[src/rtl/receptor_morse.sv]
// Morse receiver: synchronizes the keyed line, times marks and gaps,
// and emits one ASCII code per character plus a space per word gap.
`timescale 1ns/1ps
module receptor_morse #(
  parameter int UNIT_CYCLES = 12500000
) (
  input  logic       CLK,
  input  logic       RST,
  input  logic       tono,
  output logic [6:0] caracter,
  output logic       valido,
  output logic       ocupado
);

  localparam int CW = $clog2(8 * UNIT_CYCLES + 1);
  localparam logic [CW-1:0] CNT_MAX  = CW'(8 * UNIT_CYCLES);
  localparam logic [CW-1:0] DASH_MIN = CW'(2 * UNIT_CYCLES);
  localparam logic [CW-1:0] CHAR_GAP = CW'(3 * UNIT_CYCLES);
  localparam logic [CW-1:0] WORD_GAP = CW'(7 * UNIT_CYCLES);

  typedef enum logic [1:0] {IDLE, MARK, SPACE, WAIT_WORD} state_e;

  state_e        state_q, state_d;
  logic          s1_q, ts_q;
  logic [CW-1:0] cnt_q, cnt_d, cnt_inc;
  logic [4:0]    pat_q, pat_d;
  logic [2:0]    nsym_q, nsym_d;
  logic          ovf_q, ovf_d;
  logic [6:0]    char_q, char_d;
  logic          val_q, val_d;
  logic [6:0]    code;
  logic          sym;

  always_ff @(posedge CLK) begin
    if (RST) begin
      s1_q    <= 1'b0;
      ts_q    <= 1'b0;
      state_q <= IDLE;
      cnt_q   <= '0;
      pat_q   <= '0;
      nsym_q  <= '0;
      ovf_q   <= 1'b0;
      char_q  <= 7'h00;
      val_q   <= 1'b0;
    end else begin
      s1_q    <= tono;
      ts_q    <= s1_q;
      state_q <= state_d;
      cnt_q   <= cnt_d;
      pat_q   <= pat_d;
      nsym_q  <= nsym_d;
      ovf_q   <= ovf_d;
      char_q  <= char_d;
      val_q   <= val_d;
    end
  end

  // Newest symbol sits in bit 0, so patterns read left to right.
  always_comb begin
    code = 7'h3F;
    if (!ovf_q) begin
      case ({nsym_q, pat_q})
        {3'd1, 5'b00000}: code = 7'h45;
        {3'd1, 5'b00001}: code = 7'h54;
        {3'd2, 5'b00000}: code = 7'h49;
        {3'd2, 5'b00001}: code = 7'h41;
        {3'd2, 5'b00010}: code = 7'h4E;
        {3'd2, 5'b00011}: code = 7'h4D;
        {3'd3, 5'b00000}: code = 7'h53;
        {3'd3, 5'b00001}: code = 7'h55;
        {3'd3, 5'b00010}: code = 7'h52;
        {3'd3, 5'b00011}: code = 7'h57;
        {3'd3, 5'b00100}: code = 7'h44;
        {3'd3, 5'b00101}: code = 7'h4B;
        {3'd3, 5'b00110}: code = 7'h47;
        {3'd3, 5'b00111}: code = 7'h4F;
        {3'd4, 5'b00000}: code = 7'h48;
        {3'd4, 5'b00001}: code = 7'h56;
        {3'd4, 5'b00010}: code = 7'h46;
        {3'd4, 5'b00100}: code = 7'h4C;
        {3'd4, 5'b00110}: code = 7'h50;
        {3'd4, 5'b00111}: code = 7'h4A;
        {3'd4, 5'b01000}: code = 7'h42;
        {3'd4, 5'b01001}: code = 7'h58;
        {3'd4, 5'b01010}: code = 7'h43;
        {3'd4, 5'b01011}: code = 7'h59;
        {3'd4, 5'b01100}: code = 7'h5A;
        {3'd4, 5'b01101}: code = 7'h51;
        {3'd5, 5'b00000}: code = 7'h35;
        {3'd5, 5'b00001}: code = 7'h34;
        {3'd5, 5'b00011}: code = 7'h33;
        {3'd5, 5'b00111}: code = 7'h32;
        {3'd5, 5'b01111}: code = 7'h31;
        {3'd5, 5'b10000}: code = 7'h36;
        {3'd5, 5'b11000}: code = 7'h37;
        {3'd5, 5'b11100}: code = 7'h38;
        {3'd5, 5'b11110}: code = 7'h39;
        {3'd5, 5'b11111}: code = 7'h30;
        default:          code = 7'h3F;
      endcase
    end
  end

  assign cnt_inc = cnt_q + CW'(1);
  assign sym     = (cnt_q >= DASH_MIN);

  always_comb begin
    state_d = state_q;
    cnt_d   = cnt_q;
    pat_d   = pat_q;
    nsym_d  = nsym_q;
    ovf_d   = ovf_q;
    char_d  = char_q;
    val_d   = 1'b0;
    unique case (state_q)
      IDLE, WAIT_WORD: begin
        if (ts_q) begin
          state_d = MARK;
          cnt_d   = CW'(1);
          pat_d   = '0;
          nsym_d  = '0;
          ovf_d   = 1'b0;
        end else if (state_q == WAIT_WORD) begin
          cnt_d = cnt_inc;
          if (cnt_inc == WORD_GAP) begin
            char_d  = 7'h20;
            val_d   = 1'b1;
            state_d = IDLE;
            cnt_d   = '0;
          end
        end
      end
      MARK: begin
        if (ts_q) begin
          if (cnt_q != CNT_MAX) cnt_d = cnt_inc;
        end else begin
          state_d = SPACE;
          cnt_d   = CW'(1);
          if (nsym_q == 3'd5) begin
            ovf_d = 1'b1;
          end else begin
            pat_d  = {pat_q[3:0], sym};
            nsym_d = nsym_q + 3'd1;
          end
        end
      end
      SPACE: begin
        if (ts_q) begin
          state_d = MARK;
          cnt_d   = CW'(1);
        end else begin
          cnt_d = cnt_inc;
          if (cnt_inc == CHAR_GAP) begin
            char_d  = code;
            val_d   = 1'b1;
            state_d = WAIT_WORD;
          end
        end
      end
      default: state_d = IDLE;
    endcase
  end

  assign caracter = char_q;
  assign valido   = val_q;
  assign ocupado  = (state_q != IDLE);

endmodule

[config.mk]
export PLATFORM = sky130hd
export DESIGN_NAME = receptor_morse
export DESIGN_NICKNAME = d
export VERILOG_FILES = /design/src/rtl/receptor_morse.sv
export SDC_FILE = /design/constraint.sdc
export NUM_CORES = 1
export LEC_CHECK = 0
export CORE_ASPECT_RATIO = 0.7
export CORE_MARGIN = 5
export CORE_UTILIZATION = 62
export DETAILED_ROUTE_END_ITERATION = 7
export GPL_TIMING_DRIVEN = 0
export PLACE_DENSITY = 0.85
export SLEW_MARGIN = 30
export SYNTH_ARGS = -nofsm -noshare
export SYNTH_HDL_FRONTEND = slang
export SYNTH_SLANG_ARGS = --single-unit
[constraint.sdc]
create_clock -name CLK -period 5.3 [get_ports CLK]
set_input_delay 0.795 -clock CLK [delete_from_list [all_inputs] [get_ports CLK]]
set_output_delay 0.795 -clock CLK [all_outputs]
set_load 0.01 [all_outputs]
After elaboration in Yosys (flattened, before gate mapping)
Index checks and enable logic that the tools add are counted.
{"block": "totals", "register_bits": 48, "inputBits": 3, "out_inout_bits": 9, "word_cells": 118}
{"block": "op_classes", "n_addsub": 2, "order_cmp": 1, "eq_ne": 56, "n_mux": 40, "n_reduce_logical": 10}
{"operator": "7-bit one-hot mux with 36 select lines", "count": 1}
{"operator": "8-bit == test (second input constant)", "count": 22}
{"operator": "27-bit two-way mux", "count": 6}
{"operator": "8-bit by 7-bit == test with 1-bit output (second input constant)", "count": 12}
{"operator": "27-bit one-hot mux with 3 select lines", "count": 1}
{"operator": "7-bit two-way mux", "count": 6}
{"operator": "27-bit by 1-bit adder with 27-bit output (second input constant)", "count": 1}
{"operator": "27-bit by 26-bit == test with 1-bit output (second input constant)", "count": 1}
{"operator": "27-bit == test (second input constant)", "count": 1}
{"operator": "27-bit by 25-bit >= comparator with 1-bit output (second input constant)", "count": 1}
{"operator": "27-bit != test (second input constant)", "count": 1}
{"operator": "2-bit != test (second input constant)", "count": 9}
{"operator": "8-bit by 6-bit == test with 1-bit output (second input constant)", "count": 2}
{"operator": "5-bit two-way mux", "count": 3}
{"operator": "7-bit one-hot mux with 2 select lines", "count": 1}
{"operator": "2-bit two-way mux", "count": 6}
{"operator": "3-bit != test (second input constant)", "count": 4}
{"operator": "4-bit AND reduction", "count": 3}
{"operator": "5-bit one-hot mux with 2 select lines", "count": 1}
{"operator": "3-bit two-way mux", "count": 3}
{"operator": "1-bit two-way mux", "count": 8}
{"operator": "2-bit one-hot mux with 3 select lines", "count": 1}
{"operator": "3-bit one-hot mux with 2 select lines", "count": 1}
{"operator": "6-bit AND reduction", "count": 1}
{"operator": "other kinds (9)", "count": 13}

Depth between registers and ports, before layout
Gate-level depths: netlist of run 1.
{"block": "depth", "depth_word": 6, "depth_mapped": 12, "mapped_depth_nobuf": 9}

Worst setup path after synthesis of run 1
No wires, ideal clock.
{"block": "synth_path", "path_kind": "register -> register", "from": "register cnt_q[1]", "to": "register char_q[2], in the netlist caracter[2]", "setup_ps": 123, "t_arrival_ps": 3062, "t_required_ps": 5177, "setup_slack_ps": 2115, "path_stages_with_launch": 11, "path_buffers": 1, "period_less_slack_ps": 3185, "path_cell_list": "dfxtp_1 -> ha_1 -> nand3_1 -> or4_1 -> buf_2 -> or3_4 -> o2bb2a_1 -> nand4_2 -> o31a_1 -> nor3_4 -> mux2_1"}
{"block": "synth_via", "elab_chain_len": 4, "elab_cells_between_ends": 6, "classes_between": "add/sub (1); eq/ne (4); reduce/logical (1)"}
{"element": "start, declared", "line_no": "25", "rtl": "logic [CW-1:0] cnt_q, cnt_d, cnt_inc;"}
{"element": "start signal, assigned", "line_no": "49", "rtl": "cnt_q <= cnt_d;"}
{"element": "27-bit by 1-bit adder with 27-bit output (*)", "line_no": "104", "rtl": "assign cnt_inc = cnt_q + CW'(1);"}
{"element": "27-bit by 26-bit == test with 1-bit output or 27-bit == test (tied branches)", "line_no": "153, 125"}
{"element": "2-bit != test (no line)"}
{"element": "6-bit AND reduction (no line) (*)"}
{"element": "end signal, assigned", "line_no": "53", "rtl": "char_q <= char_d;"}
{"element": "end, declared", "line_no": "29", "rtl": "logic [6:0] char_q, char_d;"}
Every way passes the cells marked *; elsewhere a longest branch is shown, timed or not.
A chain may end at the register's enable or synchronous reset.

Final worst setup path of run 1
{"block": "layout_path", "from": "register cnt_q[1]", "to": "register char_q[6], in the netlist caracter[6]"}
The elaborated chain is that of the path after synthesis.

==> impl_metrics.ini, run 1 <==
[routing]
drtIter0Drc = 999
vias_per_cell = 7.213
wirelength_um = 13420
vias = 4681
ant_nets = 0
wl_per_cell_um = 20.68
drc = 0
drt_pass1_iterations = 6

[global_route]
grt_overflow_total = 0
grt_pass1_vias = 4025
antenna_found_initial = 0
grt_pass1_wl_um = 21100
grt_max_degree = 16
grt.total_usage_pct = 31.79

[power_and_ir_drop]
seqPwrFrac_pct = 43.7
p_leak_nw = 1.431
peakVddDrop_v = 0.0001436
switching_share_pct = 32.08
p_int_uw = 578.9
p_total_uw = 852.3
power_switching_uw = 273.4
power.density_mw_per_mm2 = 196.5
pwr-share-clk_pct = 34.0
pwr-share-comb_pct = 22.2

[clock_tree]
cts_hold_buffers = 0
htreeDepth = 2
clock_latency_ns = 0.32
cts-buffers-inserted = 5
path_clk_slew_ns = 0.09
cts.repair.resized = 0
clockBufferDepth = 2
cts_setup_buffers = 0
tritoncts = done
clock-root-buffer = clkbuf_8
clock_sinks = 48

[timing]
fin_crit_sh_pct = 77.82
skew_ns = 0.02325
setup-tns-final_ns = 0
worst_pin_slew_ns = 0.8005
slew_headroom_pct = 46.14
finalWorstSetupSlack_ns = 1.175
fmax_mhz = 242.4
final_hold_viol_count = 0
slew_viol_final = 0
min_period_ns = 4.125
whs_ns = 0.4518
rsz0062_at_grt = no
finalSetupViolCount = 0

[cells_and_area]
nets = 581
layout_commonest_cell = nand2_1
fin_util_pct = 69.43
area_growth_pct = 8.110
nFillCells = 526
drive_above_1_share_pct = 6.480
final_cell_mix = nand2_1, dfxtp_1, a21oi_1
antenna_cells = 0

[job]
drv_cap = 0

[synthesis]
ys_warn_count = 0
synth_ff_type = dfxtp_1
syn_area_mm2 = 0.004011
ys_seq_elements = 48
synth-async-reset-ratio_pct = 0
syn_nets = 564
yosysTopAreaCellShare_pct = 23.96
synth.avg_cell_area_um2 = 7.254
synth_edf_count = 0
synth_top_area_cell = dfxtp_1
ys_types = 73
synth-seq-area-share_pct = 23.96
synthTopCellsByArea = dfxtp_1, nand2_1, a21oi_1
synthCells = 553

[die]
die_area_mm2 = 0.008204
die_width_um = 106.1
die_y_um = 77.30
fp.coreArea_mm2 = 0.006246
start_util_pct = 64.22
num_io_pins = 12
placementRows = 24

[critical_path]
path_cells = ha_1 > nand3_1 > or4_1 > buf_2 > o21ai_1 > nand4_1 > nor4_1 > a31oi_1 > nor3_4 > mux2_1
cpMaxStageDelayCell = nor4_1
ff2ff_setup_slack_ns = 1.18
crit_arrival_ns = 4.32
cp-start-kind = flip-flop
path_buf_inv = 1
cpPeakStageDelay_ns = 0.70
endpoint_kind = flip-flop
cp.required_ns = 5.49
crit_fanout = 10
crit_type = flip-flop to flip-flop
critPathTopFamily = simple AND/OR/NAND/NOR gates

[run_status]
status = finished, final reports clean

[place]
place.detailed.hpwl_um = 9879
io_buffers = 10
preCtsSetupSlack_ns = 1.249
gp_congestion = 0.9893

[hold_path]
hold_class = flip-flop to flip-flop
cells in the mapped netlist, drive strengths merged (4+ instances only):
cell,count
nor4b,7
and2,4
o31ai,16
xnor2,5
nor2b,11
o21ai,17
clkbuf,38
nor3,23
a211oi,7
nand2,57
nor2,39
nor3b,5
buf,16
a22o,10
and4,9
nor4,10
a21oi,41
nand3,19
a31oi,7
nand4,27
a21o,8
inv,20
dfxtp,48
nand3b,5
o22ai,4
or4,12
a211o,7
or3,8
ha,8
o211ai,5
per-stage QoR:
step / cells / instance area, µm²
floorplan: 553 / 4011
global placement: 641 / 4209
detailed placement: 641 / 4209
CTS: 649 / 4330
global route: 649 / 4337
finish: 649 / 4337
per-layer routing:
layer  track usage, %  up-vias  wire length (µm)
met5                0        -                 0
met4            5.951        0               143
met3            7.466       19              2114
met2            43.87      364              5388
met1            49.47     2173              5774
li1                 -     2125                 -
path summary, 6_finish.rpt:
path                                             from                        to  cells after the start
worst max-delay path            cnt_q[1]$_SDFFE_PP0P_  caracter[6]$_SDFFE_PP0P_                     10
worst min-delay path                  s1_q$_SDFF_PP0_           ts_q$_SDFF_PP0_                      1
worst min register to register        s1_q$_SDFF_PP0_           ts_q$_SDFF_PP0_                      1
worst max register to register  cnt_q[1]$_SDFFE_PP0P_  caracter[6]$_SDFFE_PP0P_                     10
power groups by stage:
stage,logic [mW],registers [mW],clock network [mW]
6_report,0.190,0.373,0.290
5_1_grt,0.198,0.374,0.306
4_1_cts,0.179,0.372,0.292
3_5_place_dp,0.179,0.381,0
3_3_place_gp,0.172,0.380,0
2_1_floorplan,0.121,0.380,0
final cells by class:
type                       instances  area, µm²  area share [%]
multi-input combinational        431       2750           63.42
sequential                        48      960.9           22.16
buffer                            54      231.5           5.338
timing repair buffer              10      100.1           2.308
tap                               78      97.59           2.250
clock buffer                       6      82.58           1.904
inverter                          20      75.07           1.731
clock inverter                     2      38.79          0.8944
logic make-up (layout without fill, tap and decap cells):
logic type / count (synthesis) / count (layout) / synth area share [%]
AO/OA/AOI/OAI: 163 / 163 / 28.57
flip-flops: 48 / 48 / 23.96
multiplexers: 5 / 5 / 1.341
buffers and inverters: 74 / 92 / 7.642
AND/OR/NAND/NOR: 247 / 247 / 34.25
XOR/XNOR: 8 / 8 / 1.747
adder cells (fa/ha/maj): 8 / 8 / 2.495
sequential cells by signal (all words and copies together) (netlist names):
signal / flops
caracter: 7
cnt_q: 27
nsym_q: 3
ovf_q: 1
pat_q: 5
s1_q: 1
state_q: 2
ts_q: 1
valido: 1
(Power assumes the default switching activity.)
==> run 2, diff against run 1 <==
==> constraint.sdc (replaced) <==
create_clock -name CLK -period 4.3 [get_ports CLK]
set_input_delay 0.645 -clock CLK [delete_from_list [all_inputs] [get_ports CLK]]
set_output_delay 0.645 -clock CLK [all_outputs]
set_load 0.01 [all_outputs]
==> results of run 2 <==
The final DEF is identical to that of run 1. Status: finished, final reports clean.
Among the figures that moved: setup slack after placement 1.249 ns -> 0.2494 ns; setup slack after layout 1.175 ns -> 0.1754 ns; register-to-register setup slack 1.18 ns -> 0.18 ns; total power 0.8523 mW -> 1.051 mW; worst IR drop on VDD 0.0001436 V -> 0.0001770 V
